## src/rtl/frame_pkg.sv

```systemverilog
// Shared types and default parameters for the frame compositor and its layer mux.
package frame_pkg;

  typedef enum logic [1:0] {
    ST_START = 2'd0,
    ST_PLAY  = 2'd1,
    ST_OVER  = 2'd2
  } game_state_t;

  localparam int unsigned N_LAYERS_DEFAULT     = 8;
  localparam int unsigned RGB_W_DEFAULT        = 12;
  localparam int unsigned HEALTH_W_DEFAULT     = 4;
  localparam int unsigned BLINK_FRAMES_DEFAULT = 60;
  localparam int unsigned BLINK_SHIFT_DEFAULT  = 2;

endpackage

```

## src/rtl/layer_priority_sel.sv

```systemverilog
// Combinational sprite-layer mux: the lowest set index wins, background when no layer claims
// the pixel.
module layer_priority_sel #(
  parameter int unsigned N_LAYERS = 8,
  parameter int unsigned RGB_W    = 12
) (
  input  logic [N_LAYERS-1:0]       layer_en,
  input  logic [N_LAYERS*RGB_W-1:0] layer_rgb,
  input  logic [RGB_W-1:0]          bg_rgb,
  output logic [RGB_W-1:0]          sel_rgb
);

  // Walk from the lowest priority upward so the last hit is the highest-priority layer.
  always_comb begin
    sel_rgb = bg_rgb;
    for (int i = int'(N_LAYERS) - 1; i >= 0; i--) begin
      if (layer_en[i]) begin
        sel_rgb = layer_rgb[i*RGB_W +: RGB_W];
      end
    end
  end

endmodule

```

## src/rtl/frame_compositor.sv

```systemverilog
// Per-pixel compositor with START/PLAY/OVER sequencing, post-hit player blink and a fixed
// two-stage output pipeline.
module frame_compositor
  import frame_pkg::*;
#(
  parameter int unsigned N_LAYERS     = N_LAYERS_DEFAULT,
  parameter int unsigned RGB_W        = RGB_W_DEFAULT,
  parameter int unsigned HEALTH_W     = HEALTH_W_DEFAULT,
  parameter int unsigned BLINK_FRAMES = BLINK_FRAMES_DEFAULT,
  parameter int unsigned BLINK_SHIFT  = BLINK_SHIFT_DEFAULT
) (
  input  logic                      clk,
  input  logic                      rst,
  input  logic                      frame_start,
  input  logic [N_LAYERS-1:0]       layer_en,
  input  logic [N_LAYERS*RGB_W-1:0] layer_rgb,
  input  logic [RGB_W-1:0]          bg_rgb,
  input  logic [RGB_W-1:0]          start_rgb,
  input  logic [RGB_W-1:0]          over_rgb,
  input  logic                      enter,
  input  logic                      hit,
  input  logic [HEALTH_W-1:0]       health,
  output logic [RGB_W-1:0]          pix_rgb,
  output logic [1:0]                game_state,
  output logic                      play_en,
  output logic                      end_en
);

  localparam int unsigned BLINK_W = (BLINK_FRAMES == 0) ? 1 : $clog2(BLINK_FRAMES + 1);

  game_state_t          state_q, state_d;
  game_state_t          pend_q, pend_d;
  logic                 enter_q, enter_rise;
  logic                 play_en_q, end_en_q;
  logic [BLINK_W-1:0]   blink_cnt_q, blink_cnt_d;
  logic                 player_hide;
  logic [N_LAYERS-1:0]  eff_en;
  logic [RGB_W-1:0]     sel_rgb, sel_q;
  logic [RGB_W-1:0]     pix_d, pix_q;

  // Requests accumulate in pend_q; the visible mode only moves on a frame boundary.
  always_comb begin
    enter_rise = enter & ~enter_q;
    pend_d     = pend_q;
    case (state_q)
      ST_START: if (enter_rise) pend_d = ST_PLAY;
      ST_PLAY:  if (health == '0) pend_d = ST_OVER;
      ST_OVER:  if (enter_rise) pend_d = ST_START;
      default:  pend_d = ST_START;
    endcase
    state_d = frame_start ? pend_d : state_q;
  end

  always_comb begin
    blink_cnt_d = blink_cnt_q;
    if (state_d != state_q) begin
      blink_cnt_d = '0;
    end else if (hit && (state_q == ST_PLAY)) begin
      blink_cnt_d = BLINK_W'(BLINK_FRAMES);
    end else if (frame_start && (blink_cnt_q != '0)) begin
      blink_cnt_d = blink_cnt_q - BLINK_W'(1);
    end
  end

  // A shift beyond the counter width masks to zero, so the player is then never hidden.
  always_comb begin
    player_hide = (blink_cnt_q != '0) &&
                  ((blink_cnt_q & (BLINK_W'(1) << BLINK_SHIFT)) != '0);
    eff_en      = layer_en;
    eff_en[0]   = layer_en[0] & ~player_hide;
  end

  always_ff @(posedge clk or negedge rst) begin
    if (!rst) begin
      state_q     <= ST_START;
      pend_q      <= ST_START;
      enter_q     <= 1'b0;
      blink_cnt_q <= '0;
      play_en_q   <= 1'b0;
      end_en_q    <= 1'b0;
    end else begin
      state_q     <= state_d;
      pend_q      <= pend_d;
      enter_q     <= enter;
      blink_cnt_q <= blink_cnt_d;
      play_en_q   <= (state_d == ST_PLAY);
      end_en_q    <= (state_d == ST_OVER);
    end
  end

  layer_priority_sel #(
    .N_LAYERS (N_LAYERS),
    .RGB_W    (RGB_W)
  ) u_layer_priority_sel (
    .layer_en  (eff_en),
    .layer_rgb (layer_rgb),
    .bg_rgb    (bg_rgb),
    .sel_rgb   (sel_rgb)
  );

  // Screen override uses the mode current at stage 2.
  always_comb begin
    case (state_q)
      ST_START: pix_d = start_rgb;
      ST_OVER:  pix_d = over_rgb;
      default:  pix_d = sel_q;
    endcase
  end

  always_ff @(posedge clk or negedge rst) begin
    if (!rst) begin
      sel_q <= '0;
      pix_q <= '0;
    end else begin
      sel_q <= sel_rgb;
      pix_q <= pix_d;
    end
  end

  assign pix_rgb    = pix_q;
  assign game_state = state_q;
  assign play_en    = play_en_q;
  assign end_en     = end_en_q;

endmodule
```

## config.mk

```make
export PLATFORM = sky130hd
export DESIGN_NAME = frame_compositor
export DESIGN_NICKNAME = d
export VERILOG_FILES = /design/src/rtl/frame_pkg.sv /design/src/rtl/layer_priority_sel.sv /design/src/rtl/frame_compositor.sv
export SDC_FILE = /design/constraint.sdc
export NUM_CORES = 1
export LEC_CHECK = 0
export CORE_UTILIZATION = 30
export DETAILED_ROUTE_END_ITERATION = 16
export PLACE_DENSITY = 0.79
export SYNTH_ARGS = -nofsm -noshare
export SYNTH_HDL_FRONTEND = slang
export SYNTH_HIERARCHICAL = 1
export SYNTH_SLANG_ARGS = --single-unit
```

## constraint.sdc

```tcl
create_clock -name clk -period 3 [get_ports clk]
set_clock_uncertainty 0.15 [all_clocks]
set_input_delay 0.6 -clock clk [delete_from_list [all_inputs] [get_ports clk]]
set_output_delay 0.6 -clock clk [all_outputs]
set_load 0.01 [all_outputs]
```

# Yosys cells after proc, flatten, opt, wreduce, memory -nomap -nowiden

Index checks and enable logic that the tools add are counted.

Add/subtract/negate cells: 1
Equal/unequal tests: 5
Muxes and demuxes: 17
Bitwise logic cells: 4
Reductions and logical operators: 7

Operator list:

| cell                | count |
|---|---|
| $mux 12             | 8 |
| $pmux 12 s2         | 1 |
| $mux 6              | 3 |
| $mux 2              | 4 |
| $pmux 2 s3          | 1 |
| $reduce_bool 6->1   | 1 |
| $sub 6x1->6 const B | 1 |
| $eq 2x1->1 const B  | 2 |
| $eq 2x2->1 const B  | 2 |
| $logic_not 4->1     | 1 |
| $logic_and 1x1->1   | 3 |
| $reduce_bool 3->1   | 1 |
| $and 1x1->1         | 2 |
| $logic_not 2->1     | 1 |
| $ne 2x2->1          | 1 |
| $not 1->1           | 2 |

Register bits: 37
Input bits: 149
Output and inout port bits: 16
Logic and storage cells: 42

# Logic depth before layout (Yosys ltp)

Word-level depth: 8
Mapped depth: 7
Depth with buffers taken out: 7

# Cells and area by module

Netlist, hierarchy kept.

Modules (own cells, without submodules):

| module             | instances | cells an instance | area each (um^2) | sequential area each (um^2) |
|---|---|---|---|---|
| frame_compositor   | 1         | 134               | 1,596.5          | 925.9 |
| layer_priority_sel | 1         | 142               | 839.6            | 0.0 |

# Least setup slack after synthesis

Ideal clock, no wire load.

Path type: input-to-reg
Start point: input health[1]
End point: register blink_cnt_q[0]
Setup time: 120 ps
Data arrival time: 1,577 ps
Required time: 2,730 ps
Path slack: 1,153 ps
Stages: 5
Path buffers: 0
Cell sequence: or4_4 > nand2_2 > nand3_2 > o211ai_2 > and3b_1

Cells in the longest elaborated chain, start to end: 6
Elaborated cells on any way between the ends: 7
Classes of those cells: 1 x eq/ne; 4 x mux; 2 x reduce/logical

RTL lines:

| what                                                                | RTL line               | text |
|---|---|---|
| start: declaration                                                  | frame_compositor.sv:22 | `input logic [HEALTH_W-1:0] health,` |
| $logic_not 4->1 *                                                   | frame_compositor.sv:47 | `ST_PLAY: if (health == '0) pend_d = ST_OVER;` |
| $mux 2 *                                                            | frame_compositor.sv:47 |  |
| $pmux 2 s3 *                                                        | frame_compositor.sv:45 | `case (state_q)` |
| $mux 2 *                                                            | frame_compositor.sv:51 | `state_d = frame_start ? pend_d : state_q;` |
| $ne 2x2->1 *                                                        | frame_compositor.sv:56 | `if (state_d != state_q) begin` |
| $reduce_bool 3->1 (no source line) / $mux 6 (equally long branches) | --                     |  |
| end signal: assignment                                              | frame_compositor.sv:85 | `blink_cnt_q <= blink_cnt_d;` |
| end: declaration                                                    | frame_compositor.sv:35 | `logic [BLINK_W-1:0] blink_cnt_q, blink_cnt_d;` |

Every way passes the cells marked *; elsewhere a longest branch is shown, timed or not.
A chain may end at the register's enable or synchronous reset.

# Worst setup path in the final report

Start point: input layer_en[5]
End point: register sel_q[2]

Cells in the longest elaborated chain, start to end: 6

RTL lines:

| what                   | RTL line                 | text |
|---|---|---|
| start: declaration     | frame_compositor.sv:15   | `input logic [N_LAYERS-1:0] layer_en,` |
| $mux 12 (6 in a row)   | layer_priority_sel.sv:17 | `if (layer_en[i]) begin` |
| named net sel_rgb[2]   | frame_compositor.sv:38   | `logic [RGB_W-1:0] sel_rgb, sel_q;` |
| end signal: assignment | frame_compositor.sv:115  | `sel_q <= sel_rgb;` |
| end: declaration       | frame_compositor.sv:38   |  |

The timed path passes the listed nets, and every way through them passes these cells.

==> qor.yml <==
run_status:
  status: "finished, final reports clean"
yosys:
  synthesis.area_mm2: 0.00244
  ys_seq_area_share_pct: 38.0
  synth-seq-cells: 37
  synth_ff_type: "dfrtp_1"
  syn_inst: 276
  yosysUniqueCellTypes: 44
  postSynthAreaPerCell_um2: 8.83
  synth_edf_count: 0
  ys_async_sr_fraction_pct: 100
  yosysWarningCount: 6
  syn-num-nets: 427
cts:
  clk_path_buf_depth: 2
  clk_pin_slew_ns: 0.08
  numClockSinks: 37
  h-tree-depth: 2
  hold_buffers: 0
  postCtsSetupBuffers: 0
  cts_tree: "done"
  clkLatencyLatePin_ns: 0.29
  cts_inserted_buffers: 5
  root_buffer: "clkbuf_8"
  cts_resized: 0
global_routing:
  grt_pass1_vias: 2997
  antenna_found_initial: 0
  grt_max_degree: 38
  grt_overflow: 0
  grt_usage_pct: 21.2
  grt_pass1_wl_um: 14200
layout:
  seq_area_um2: 926
  layout_commonest_cell: "clkdlybuf4s50_1"
  area_growth_pct: 76.2
  fill_cells: 700
  num-nets-final: 588
  insertedDiodeCount: 0
  multi_input_area_mm2: 0.00125
  final_util_pct: 55.0
  layout_common_cells: "clkdlybuf4s50_1, a21oi_1, inv_1"
  drive_above_1_share_pct: 7.08
detailed_routing:
  m1WireLength_um: 3490
  wl_met3_um: 652
  totalWireLength_um: 8820
  num_vias: 2788
  drt-wirelength-per-cell_um: 16.3
  drc: 0
  vias_per_cell: 5.16
  ant_nets: 0
  dr_wl_met2_um: 4450
  top_layer_used: "met4"
  drt_iter0_markers: 143
  drt-pass1-iter-count: 5
critical_path:
  crit_end: "sel_q[2]"
  reg2reg_from: "blink_cnt_q[0]"
  crit_required_ns: 3.02
  critPathLaunch: "layer_en[5]"
  reg2reg_depth: 7
  arrival_ns: 2.48
  critPathKind: "input pin to flip-flop"
  reg2reg_slack_ns: 1.13
  critPathMaxFanout: 12
  cp-end-kind: "flip-flop"
  cp-start-kind: "input pin"
  rr_endpoint: "blink_cnt_q[0]"
floorplanning:
  initial_core_util_pct: 31.2
  fp.dieW_um: 92.1
  io_pins: 165
  core_mm2: 0.00781
  num_rows: 32
  dieHeight_um: 92.1
  dieArea_mm2: 0.00848
sta:
  relSlewSlack_pct: 42.9
  worst_slew_pin_slew_ns: 0.856
  fin_crit_sh_pct: 82.3
  setup_viol: 0
  grt_setup_unrepaired: "false"
  max_freq_ghz: 0.405
  hold_viol_final: 0
  fin_setup_tns_ns: 0
  slew_violations: 0
  min_period_ns: 2.47
place:
  place_hpwl_um: 7080
  gp_congestion: 0.975
  portBuffers: 164
pwr:
  peakVddDrop_v: 0.000233
  p_per_area_mw_per_mm2: 600
  p_leak_nw: 1.83
hold_path:
  hold_class: "input pin to asynchronous set/reset pin"
flow_run:
  maxCapViolations: 0
synth_stat cells (all sizes together), types with 2 or more instances:
library cell / count / area (um2)
o221ai: 12 / 105
a222oi: 11 / 110
mux2i: 26 / 260
nor3: 5 / 25.0
nor2b: 7 / 51.3
inv: 40 / 153
a21oi: 45 / 225
nand2: 17 / 66.3
ha: 2 / 25.0
o31ai: 2 / 20.0
or2: 2 / 12.5
nand3: 3 / 20.0
o22ai: 11 / 68.8
dfrtp: 37 / 926
buf: 5 / 53.8
nor2: 5 / 18.8
nor4: 2 / 18.8
clkbuf: 13 / 48.8
nand2b: 3 / 26.3
o21ai: 13 / 65.1
worst min-delay path by stage:
stage	slack, ns	start	end
after floorplan	0.15	rst	blink_cnt_q[0]
final	0.26	rst	pend_q[0]
after CTS	0.29	rst	enter_q
after detailed placement	0.31	sel_q[4]	pix_rgb[4]
after global routing	0.35	rst	sel_q[0]
after global placement	0.30	sel_q[2]	pix_rgb[2]
metrics by stage:
| step | instances | setup WS (ns) | power, mW | hold slack [ns] | area, um2 |
|---|---|---|---|---|---|
| 6_report | 540 | 0.532 | 2.57 | 0.264 | 4290 |
| 5_1_grt | 540 | 0.492 | 2.75 | 0.345 | 4290 |
| 4_1_cts | 540 | 0.642 | 2.60 | 0.291 | 4290 |
| 3_5_place_dp | 532 | 0.346 | 2.07 | 0.313 | 4160 |
| 3_3_place_gp | 532 | 0.484 | 2.02 | 0.297 | 4160 |
| 2_1_floorplan | 276 | 1.15 | 1.48 | 0.154 | 2440 |
sequential cells by signal, indices dropped and copies added, names as in the netlist:
name and cells:
blink_cnt_q 6, end_en 1, enter_q 1, game_state 2
pend_q 2, pix_rgb 12, play_en 1, sel_q 12
worst max-delay path: stages:
cell and delay, ns:
clkdlybuf4s50_1 0.54, nor2_1 0.70, a222oi_1 0.23, o221ai_1 0.29, a21oi_1 0.12
area by class of cell:
type                            instances  area share (%)
Clock buffer                            5            1.60
Timing Repair Buffer                  172            39.5
Clock inverter                          3            1.52
Tap cell                              102            2.97
Sequential cell                        37            21.6
Inverter                               40            3.56
Multi-Input combinational cell        181            29.2
where the power goes:
group | internal [mW] | total [mW] | switching (mW) | leakage (nW)
clock network | 0.331 | 0.519 | 0.189 | 0.0681
logic | 0.661 | 1.26 | 0.595 | 1.32
registers | 0.697 | 0.798 | 0.101 | 0.438
kinds of logic after synthesis:
kind of cell / count (synthesis) / synth area share [%]
compound gates: 99 / 26.4
buf+inv: 58 / 10.5
simple gates: 52 / 12.4
flops: 37 / 38.0
mux: 27 / 11.3
fa+ha+maj: 2 / 1.03
xor+xnor: 1 / 0.360
metal layers:
layer  up-vias  track usage [%]
li1       1319                -
met1      1299             25.3
met3        20             3.98
met5         -                0
met4         0             8.72
met2       150             37.1
Power figures use the tool's default switching activity.
